## src/rtl/rf_wr_arbiter.sv

```systemverilog
// Register-file write-port arbiter: picks one of ALU/MEM writeback each cycle, round-robin with same-rd override.
// Latency: 1 cycle from accepted request to wr_en/wr_addr/wr_data.
// Backpressure: ready is combinational; a requester holds valid/rd/data until its ready is high.
module rf_wr_arbiter #(
    parameter int XLEN = 32
) (
    input  logic            clk,
    input  logic            rst_n,
    input  logic            en,
    input  logic            alu_valid,
    input  logic [4:0]      alu_rd,
    input  logic [XLEN-1:0] alu_data,
    output logic            alu_ready,
    input  logic            mem_valid,
    input  logic [4:0]      mem_rd,
    input  logic [XLEN-1:0] mem_data,
    output logic            mem_ready,
    output logic            wr_en,
    output logic [4:0]      wr_addr,
    output logic [XLEN-1:0] wr_data
);

    logic prio;
    logic same_rd;
    logic alu_wr;
    logic mem_wr;

    // A load to the same nonzero rd is older and must land first, else its stale value would win.
    assign same_rd = (alu_rd == mem_rd) && (alu_rd != 5'd0);

    always_comb begin
        alu_ready = 1'b0;
        mem_ready = 1'b0;
        if (rst_n && en) begin
            if (alu_valid && mem_valid) begin
                if (same_rd || prio) begin
                    mem_ready = 1'b1;
                end else begin
                    alu_ready = 1'b1;
                end
            end else begin
                alu_ready = alu_valid;
                mem_ready = mem_valid;
            end
        end
    end

    assign alu_wr = alu_ready && (alu_rd != 5'd0);
    assign mem_wr = mem_ready && (mem_rd != 5'd0);

    always_ff @(posedge clk or negedge rst_n) begin
        if (!rst_n) begin
            prio    <= 1'b0;
            wr_en   <= 1'b0;
            wr_addr <= 5'd0;
            wr_data <= '0;
        end else begin
            if (alu_ready) begin
                prio <= 1'b1;
            end else if (mem_ready) begin
                prio <= 1'b0;
            end
            wr_en <= alu_wr || mem_wr;
            if (alu_wr) begin
                wr_addr <= alu_rd;
                wr_data <= alu_data;
            end else if (mem_wr) begin
                wr_addr <= mem_rd;
                wr_data <= mem_data;
            end
        end
    end

endmodule

```

## config.mk

```make
export PLATFORM = sky130hd
export DESIGN_NAME = rf_wr_arbiter
export DESIGN_NICKNAME = d
export VERILOG_FILES = /design/src/rtl/rf_wr_arbiter.sv
export SDC_FILE = /design/constraint.sdc
export NUM_CORES = 1
export LEC_CHECK = 0
export BUFFER_PORTS_ARGS = -buffer_cell sky130_fd_sc_hd__buf_2
export CAP_MARGIN = 10
export CORE_MARGIN = 2
export CORE_UTILIZATION = 43
export DETAILED_ROUTE_END_ITERATION = 10
export GPL_TIMING_DRIVEN = 0
export PLACE_DENSITY = 0.8
export SYNTH_ARGS = -nofsm -noshare
export SYNTH_HDL_FRONTEND = slang
export SYNTH_SLANG_ARGS = --single-unit
export TNS_END_PERCENT = 5
```

## constraint.sdc

```tcl
create_clock -name clk -period 1.6 [get_ports clk]
set_input_delay 0.08 -clock clk [delete_from_list [all_inputs] [get_ports clk]]
set_output_delay 0.08 -clock clk [all_outputs]
set_load 0.02 [all_outputs]
```

==> results of run 1 <==
placed cells by master, fill, tap and decap left out:
cell type                       count
sky130_fd_sc_hd__o21ai_4            1
sky130_fd_sc_hd__nand3_1            1
sky130_fd_sc_hd__buf_2            116
sky130_fd_sc_hd__and3_1             7
sky130_fd_sc_hd__buf_12             1
sky130_fd_sc_hd__and3_4             1
sky130_fd_sc_hd__nor2_4             2
sky130_fd_sc_hd__and2_4             2
sky130_fd_sc_hd__buf_1              1
sky130_fd_sc_hd__a221oi_4           1
sky130_fd_sc_hd__o31ai_1            1
sky130_fd_sc_hd__nor3_1             1
sky130_fd_sc_hd__a31oi_1            4
sky130_fd_sc_hd__buf_4             11
sky130_fd_sc_hd__a21boi_0           1
sky130_fd_sc_hd__dfrtp_2            1
sky130_fd_sc_hd__o31a_4             1
sky130_fd_sc_hd__o31ai_4            1
sky130_fd_sc_hd__inv_2              1
sky130_fd_sc_hd__nand2_1            3
sky130_fd_sc_hd__clkinv_2           1
sky130_fd_sc_hd__buf_6             11
sky130_fd_sc_hd__xnor2_1            5
sky130_fd_sc_hd__a21oi_4            1
sky130_fd_sc_hd__inv_1              1
sky130_fd_sc_hd__dfrtp_1           38
sky130_fd_sc_hd__o21ai_0            4
sky130_fd_sc_hd__or4_4              1
sky130_fd_sc_hd__and2_1            10
sky130_fd_sc_hd__a221o_1           34
sky130_fd_sc_hd__dlygate4sd3_1      1
sky130_fd_sc_hd__a21oi_1            5
sky130_fd_sc_hd__and2_0            18
sky130_fd_sc_hd__a2bb2oi_1          1
sky130_fd_sc_hd__clkbuf_8           6
sky130_fd_sc_hd__nand3_2            1
sky130_fd_sc_hd__nor2_1             6
state kept, by name (all words and copies together), names as in the netlist:
register	cells
wr_data	32
prio	1
wr_addr	5
wr_en	1
routing by layer:
metal / GRT usage / vias up / wire length [um]
met5: 0 / - / 0
met4: 0.05660 / 0 / 51
met3: 0.03516 / 4 / 263
met2: 0.3488 / 69 / 2772
met1: 0.2877 / 916 / 2395
li1: - / 908 / -
cell usage after synthesis:
master                      count  area [um^2]
sky130_fd_sc_hd__o31a_4         1        17.52
sky130_fd_sc_hd__dfrtp_1       39        975.9
sky130_fd_sc_hd__buf_1          1        3.750
sky130_fd_sc_hd__nand2_1        3        11.26
sky130_fd_sc_hd__and2_0        23        143.9
sky130_fd_sc_hd__a21boi_0       1        7.510
sky130_fd_sc_hd__a2bb2oi_1      1        8.760
sky130_fd_sc_hd__o31ai_4        1        21.27
sky130_fd_sc_hd__inv_1          2        7.510
sky130_fd_sc_hd__a221o_1       34        340.3
sky130_fd_sc_hd__a221oi_2       1        15.01
sky130_fd_sc_hd__nor2_2         2        12.51
sky130_fd_sc_hd__o21ai_2        1        8.760
sky130_fd_sc_hd__and3_1         8        50.05
sky130_fd_sc_hd__a21oi_4        1        16.27
sky130_fd_sc_hd__nor3_1         1        5.000
sky130_fd_sc_hd__buf_4          3        22.52
sky130_fd_sc_hd__or4_4          1        11.26
sky130_fd_sc_hd__o21ai_0        4        20.02
sky130_fd_sc_hd__nor2_1         6        22.52
sky130_fd_sc_hd__a31oi_1        4        25.02
sky130_fd_sc_hd__xnor2_1        5        43.79
sky130_fd_sc_hd__o31ai_1        1        7.510
sky130_fd_sc_hd__a21oi_1        5        25.02
sky130_fd_sc_hd__and2_1         7        43.79
sky130_fd_sc_hd__nand3_1        2        10.01
sky130_fd_sc_hd__buf_6          7        78.83
cell type report:
| cell class | instances | area, um^2 |
|---|---|---|
| plain buffers | 11 | 105.1 |
| repair buffers | 130 | 715.7 |
| multi-input cells | 113 | 910.9 |
| clock buffers | 6 | 82.58 |
| well taps | 52 | 65.06 |
| clock inverters | 1 | 5.005 |
| inverters | 2 | 7.507 |
| fillers | 374 | 1485 |
| flip-flops and latches | 39 | 977.2 |
path summary, 6_finish.rpt:
kind,to,start,cells past startpoint
max in group asynchronous,prio,rst_n,3
hold reg to reg,wr_data[28],wr_data[28],1
setup / recovery,wr_data[9],prio,6
setup reg to reg,wr_data[9],prio,6
min in group asynchronous,wr_data[26],rst_n,3
hold / removal,wr_data[27],mem_data[27],2
repair_timing:
action                                 CTS  global route
gates cloned                             0             3
hold buffers                             2             0
endpoints found under the hold margin   39             0
setup buffers                            3             4
pin swaps                                1            22
resized for setup                        4            19
setup endpoints to repair               39            33
cell families (layout without fill, tap and decap cells):
family / count (synthesis) / in the layout / share of synthesized area
flip-flops: 39 / 39 / 0.4990
AND/OR/NAND/NOR: 53 / 53 / 0.1587
XOR/XNOR: 5 / 5 / 0.02239
AO/OA/AOI/OAI: 55 / 55 / 0.2623
buffers and inverters: 13 / 150 / 0.05758
per-stage QoR:
stage / TNS [ns] / power, uW / util / instances
after floorplan: -0.3003 / 1934 / - / 165
after global placement: -26.22 / 2336 / 0.6009 / 335
after detailed placement: -26.83 / 2353 / 0.6009 / 335
after CTS: 0 / 3051 / 0.6356 / 347
after global routing: -0.2093 / 3223 / 0.6589 / 354
final: 0 / 3054 / 0.6589 / 354
power groups by stage:
stage | logic, uW | registers (uW) | clock network (uW)
after floorplan | 335 | 1600 | 0
after global placement | 1010 | 1330 | 0
after detailed placement | 1020 | 1330 | 0
after CTS | 1050 | 1320 | 686
after global routing | 1150 | 1350 | 722
final | 1070 | 1320 | 655
critical path, cell delays in order (launching register included):
cell and delay (ns):
sky130_fd_sc_hd__dfrtp_2 0.45, sky130_fd_sc_hd__inv_2 0.07, sky130_fd_sc_hd__and3_4 0.20, sky130_fd_sc_hd__o31a_4 0.17, sky130_fd_sc_hd__nor2_4 0.07, sky130_fd_sc_hd__buf_6 0.15
sky130_fd_sc_hd__a221o_1 0.35
==> metrics.cfg, run 1 <==
[run_status]
status=complete, no violations

[power]
share_of_power_burned_in_registers=0.434
clock_power_share=0.215
power_density_over_cell_area_nw_per_um2=1064
switching_power_uw=1032
leakagePower_uw=0.001462
power_report.internal_total_uw=2021
max-vdd-ir-drop_mv=0.4939
swShare=0.3381
combinationalPowerShare=0.352

[synthesis]
yosysWarningCount=0
synth-seq-area-share=0.4990
ys_seq_elements=39
syn-instance-count=165
synth.net_count=244
synth_cell_types=27
mappedNetlistArea_um2=1956
synth.avg_cell_area_um2=11.85

[place]
dpl.hpwl_mm=3.913
dpl_cell_area_um2=2616
portBuffers=118
finalWeightedCongestion=0.8241
post-place-ws_ns=-0.7489

[setup_path]
worst-endpoint-arrival_ns=1.74
crit_path_start_kind=register
timing_worst_setup_path_type=register to register
required_ns=1.76
end_kind=register
crit_fanout=6
worst-r2r-setup-slack_ns=0.02

[timing]
layout_worst_path_cycle_share=0.9883
timing.slew.headroom=0.7395
timing.hold.ws_ns=0.02936
worst-slew-pin-transition_ns=0.3908
fin_skew_ns=0.004635
timing.final.ws_setup_ns=0.01864
finalSetupViolations=0
unrepaired_setup_endpoints_after_global_routing=yes
timing.fmax_ghz=0.6324
fin_crit_ns=1.581
hold_viol=0
slew_viols_final=0

[die]
floorplan.die_area_um2=5104
floorplan_core_area_um2=4354
chipWidth_um=71.44
rows=24
initial_utilization=0.4491
io_pins=119
vert_die_dim_um=71.44

[route]
first_iter_violations=78
num_vias=1897
antenna_left=0
first_pass_iters=4
postRouteWirelength_mm=5.483
viasPerCell=5.359
drt_drc_violations_left=0
wl_per_instance_um=15.49

[clock_tree]
max-clock-path-buffers=2
clkSinkCount=39
clockRootBuffer=sky130_fd_sc_hd__clkbuf_8
cts_inserted_buffers=5
htreeDepth=2
clk-insertion-delay-late_ns=0.28
clock_pin_transition_on_the_worst_setup_and_hold_timing_paths_ns=0.07
clock_tree_from_tritoncts=yes

[finish]
drive_above_1_share=0.5298
post_route_standard_cell_area_excluding_fillers_um2=2869
nets=381
flow.area_growth_from_synthesis_pct=46.70
insertedDiodeCount=0

[global_routing]
first_global_vias=1781
grt_max_degree=40
global_route_wire_length_before_repair_mm=8.514
track_usage=0.2105
grt_overflow=0
number_of_antenna_violations_at_the_first_check_in_global_routing=0

[min_path]
hp-class=input port to register

[job]
cap_violations=0

No activity file was read; power rests on OpenSTA's default activity.
==> run 2, diff against run 1 <==
--- a/config.mk
+++ b/config.mk
@@ -12,6 +12,7 @@
 export DETAILED_ROUTE_END_ITERATION = 10
 export GPL_TIMING_DRIVEN = 0
 export PLACE_DENSITY = 0.8
+export REMOVE_ABC_BUFFERS = 1
 export SYNTH_ARGS = -nofsm -noshare
 export SYNTH_HDL_FRONTEND = slang
 export SYNTH_SLANG_ARGS = --single-unit
==> run 2 against run 1 <==
Compared with the run above:
- the flow now finishes with violations (negative setup slack)
- critical path depth did not move
- design area rose by 0.83%
- clock skew down 0.00065 ns
- combinational power is 4% higher
- first-iteration DRC count up 38%
- sequential power about the same
- die area stayed put
- clock-buffer cell count stayed put
- clock power increased by 0.9%
- critical endpoint is now wr_data[15]
- largest cell class unchanged
- largest power group unchanged
==> metrics.cfg, run 2 (synthesized netlist as in run 1, its figures left out) <==
[route]
wl_per_instance_um=17.30
first_iter_violations=108
num_vias=1952
drt_drc_violations_left=0
postRouteWirelength_mm=6.054
first_pass_iters=4
antenna_left=0
viasPerCell=5.577

[timing]
layout_worst_path_cycle_share=1.026
timing.final.ws_setup_ns=-0.04205
timing.hold.ws_ns=0.01903
worst-slew-pin-transition_ns=0.5416
fin_crit_ns=1.642
fin_skew_ns=0.003981
unrepaired_setup_endpoints_after_global_routing=yes
finalSetupViolations=27
timing.fmax_ghz=0.6090
slew_viols_final=0
hold_viol=0
timing.slew.headroom=0.6389

[finish]
drive_above_1_share=0.5168
nets=377
total_area_of_multi_input_combinational_cells_um2=954.7
register_with_the_most_flip_flops=wr_data
layout_common_cells=117 x sky130_fd_sc_hd__buf_2, 38 x sky130_fd_sc_hd__dfrtp_1, 34 x sky130_fd_sc_hd__a221o_1
layout.cells.most_common=sky130_fd_sc_hd__buf_2
biggestRegsByFlops=wr_data (32), wr_addr (5)
insertedDiodeCount=0
largest_reg_flops=32
fill_cell_instance_count_of_the_final_layout=358
flow.area_growth_from_synthesis_pct=47.92
register_area_um2=977.2

[clock_tree]
clock_tree_from_tritoncts=yes
clock_pin_transition_on_the_worst_setup_and_hold_timing_paths_ns=0.07
clkSinkCount=39
clockRootBuffer=sky130_fd_sc_hd__clkbuf_8
htreeDepth=2
max-clock-path-buffers=2
cts_inserted_buffers=5
clk-insertion-delay-late_ns=0.29

[min_path]
hp-class=input port to register
holdPathEnd=wr_data[25]
start_point_of_the_worst_hold_path=mem_data[25]
worst_hold_path.num_cells=2

[die]
floorplan.die_area_um2=5104
chipWidth_um=71.44
initial_utilization=0.4491
floorplan_core_area_um2=4354
io_pins=119
vert_die_dim_um=71.44
rows=24

[setup_path]
critical-path-top-cell-by-count=sky130_fd_sc_hd__buf_6
path_cells=a221oi_4 > buf_8 > buf_6 > a21oi_4 > buf_6 > a221o_1
worst-r2r-setup-slack_ns=-0.04
reg2regPathDepth=6
required_ns=1.77
crit_fanout=8
timing_worst_setup_path_type=register to register
worst-endpoint-arrival_ns=1.81
critPathMaxStageDelay_ns=0.44
launch_instance_of_the_worst_register_to_register_path=prio
end_kind=register
crit_path_start_kind=register
reg_to_reg_end=wr_data[15]
slowest_stage=sky130_fd_sc_hd__dfrtp_2

[power]
max-vdd-ir-drop_mv=0.5977
power_density_over_cell_area_nw_per_um2=1072
design_power_total_uw=3102
leakagePower_uw=0.001454

[global_routing]
global_route_wire_length_before_repair_mm=9.522
track_usage=0.2436
grt_overflow=0
grt_max_degree=40
first_global_vias=1939
number_of_antenna_violations_at_the_first_check_in_global_routing=0

[place]
finalWeightedCongestion=0.8984
portBuffers=118
dpl.hpwl_mm=3.749

[run_status]
failed_checks=negative setup slack
status=complete, but fails checks

[job]
cap_violations=0

==> run 2: cell types whose count changed in the layout (fill, tap and decap cells not counted), sizes merged <==
cell	previous run	this run
a221oi	1	2
a21oi	6	7
clkbuf	6	7
buf	140	132
nor2	8	9
==> run 2: cell type report <==
cell class                      count  area share
Sequential cell                    39      0.3378
Tap cell                           52     0.02249
Timing Repair Buffer              134      0.2768
Multi-Input combinational cell    116      0.3300
Inverter                            2    0.002595
Clock buffer                        6     0.02855
Clock inverter                      1    0.001730
==> run 2: how the worst max path moves through the flow <==
| stage | startpoint | end | slack (ns) | cells past startpoint |
|---|---|---|---|---|
| 4_1_cts | prio | wr_data[17] | -0.02 | 6 |
| 3_3_place_gp | rst_n | wr_data[7] | -2.41 | 6 |
| 5_1_grt | prio | wr_data[10] | -0.12 | 6 |
| 6_report | prio | wr_data[15] | -0.04 | 6 |
| 3_5_place_dp | rst_n | wr_data[5] | -1.30 | 7 |
| 2_1_floorplan | mem_rd[2] | wr_data[16] | -0.69 | 5 |
==> run 2: timing repair <==
item / CTS / global route
gates cloned: 4 / 0
endpoints found under the hold margin: 39 / 0
hold buffers: 2 / 0
buffers inserted: 12 / 0
pin swaps: 4 / 0
resized for setup: 16 / 2
endpoints found under the setup margin: 38 / 36
==> run 2: critical path, delay by kind of cell (launching register included) <==
kind                   cells  cell delay [ns]
AO/OA/AOI/OAI              3             0.64
buffers and inverters      3             0.45
flip-flops                 1             0.44
==> run 2: layer usage <==
layer  track usage  vias up  routed length [um]  share of wire
li1              -      906                   -              -
met1        0.2971      945                2398           0.40
met2        0.4311       92                3105           0.51
met3       0.05345        9                 462          0.076
met4       0.07338        0                  88          0.015
met5             0        -                   0              0
==> run 2: power by group <==
group          switching [uW]  internal (uW)
clock network             323            338
logic                     626            486
registers                 125           1200
==> run 2: through the flow <==
| stage | util | worst slack, ns | instance area, um^2 | setup TNS, ns | std cells |
|---|---|---|---|---|---|
| 5_1_grt | 0.6644 | -0.1162 | 2893 | -2.555 | 350 |
| 6_report | 0.6644 | -0.04205 | 2893 | -0.6440 | 350 |
| 3_5_place_dp | 0.5816 | -1.297 | 2532 | -46.85 | 325 |
| 3_3_place_gp | 0.5756 | -2.408 | 2506 | -87.73 | 324 |
| 2_1_floorplan | - | -0.6898 | 1851 | -24.03 | 154 |
| 4_1_cts | 0.6638 | -0.02452 | 2890 | -0.2493 | 350 |
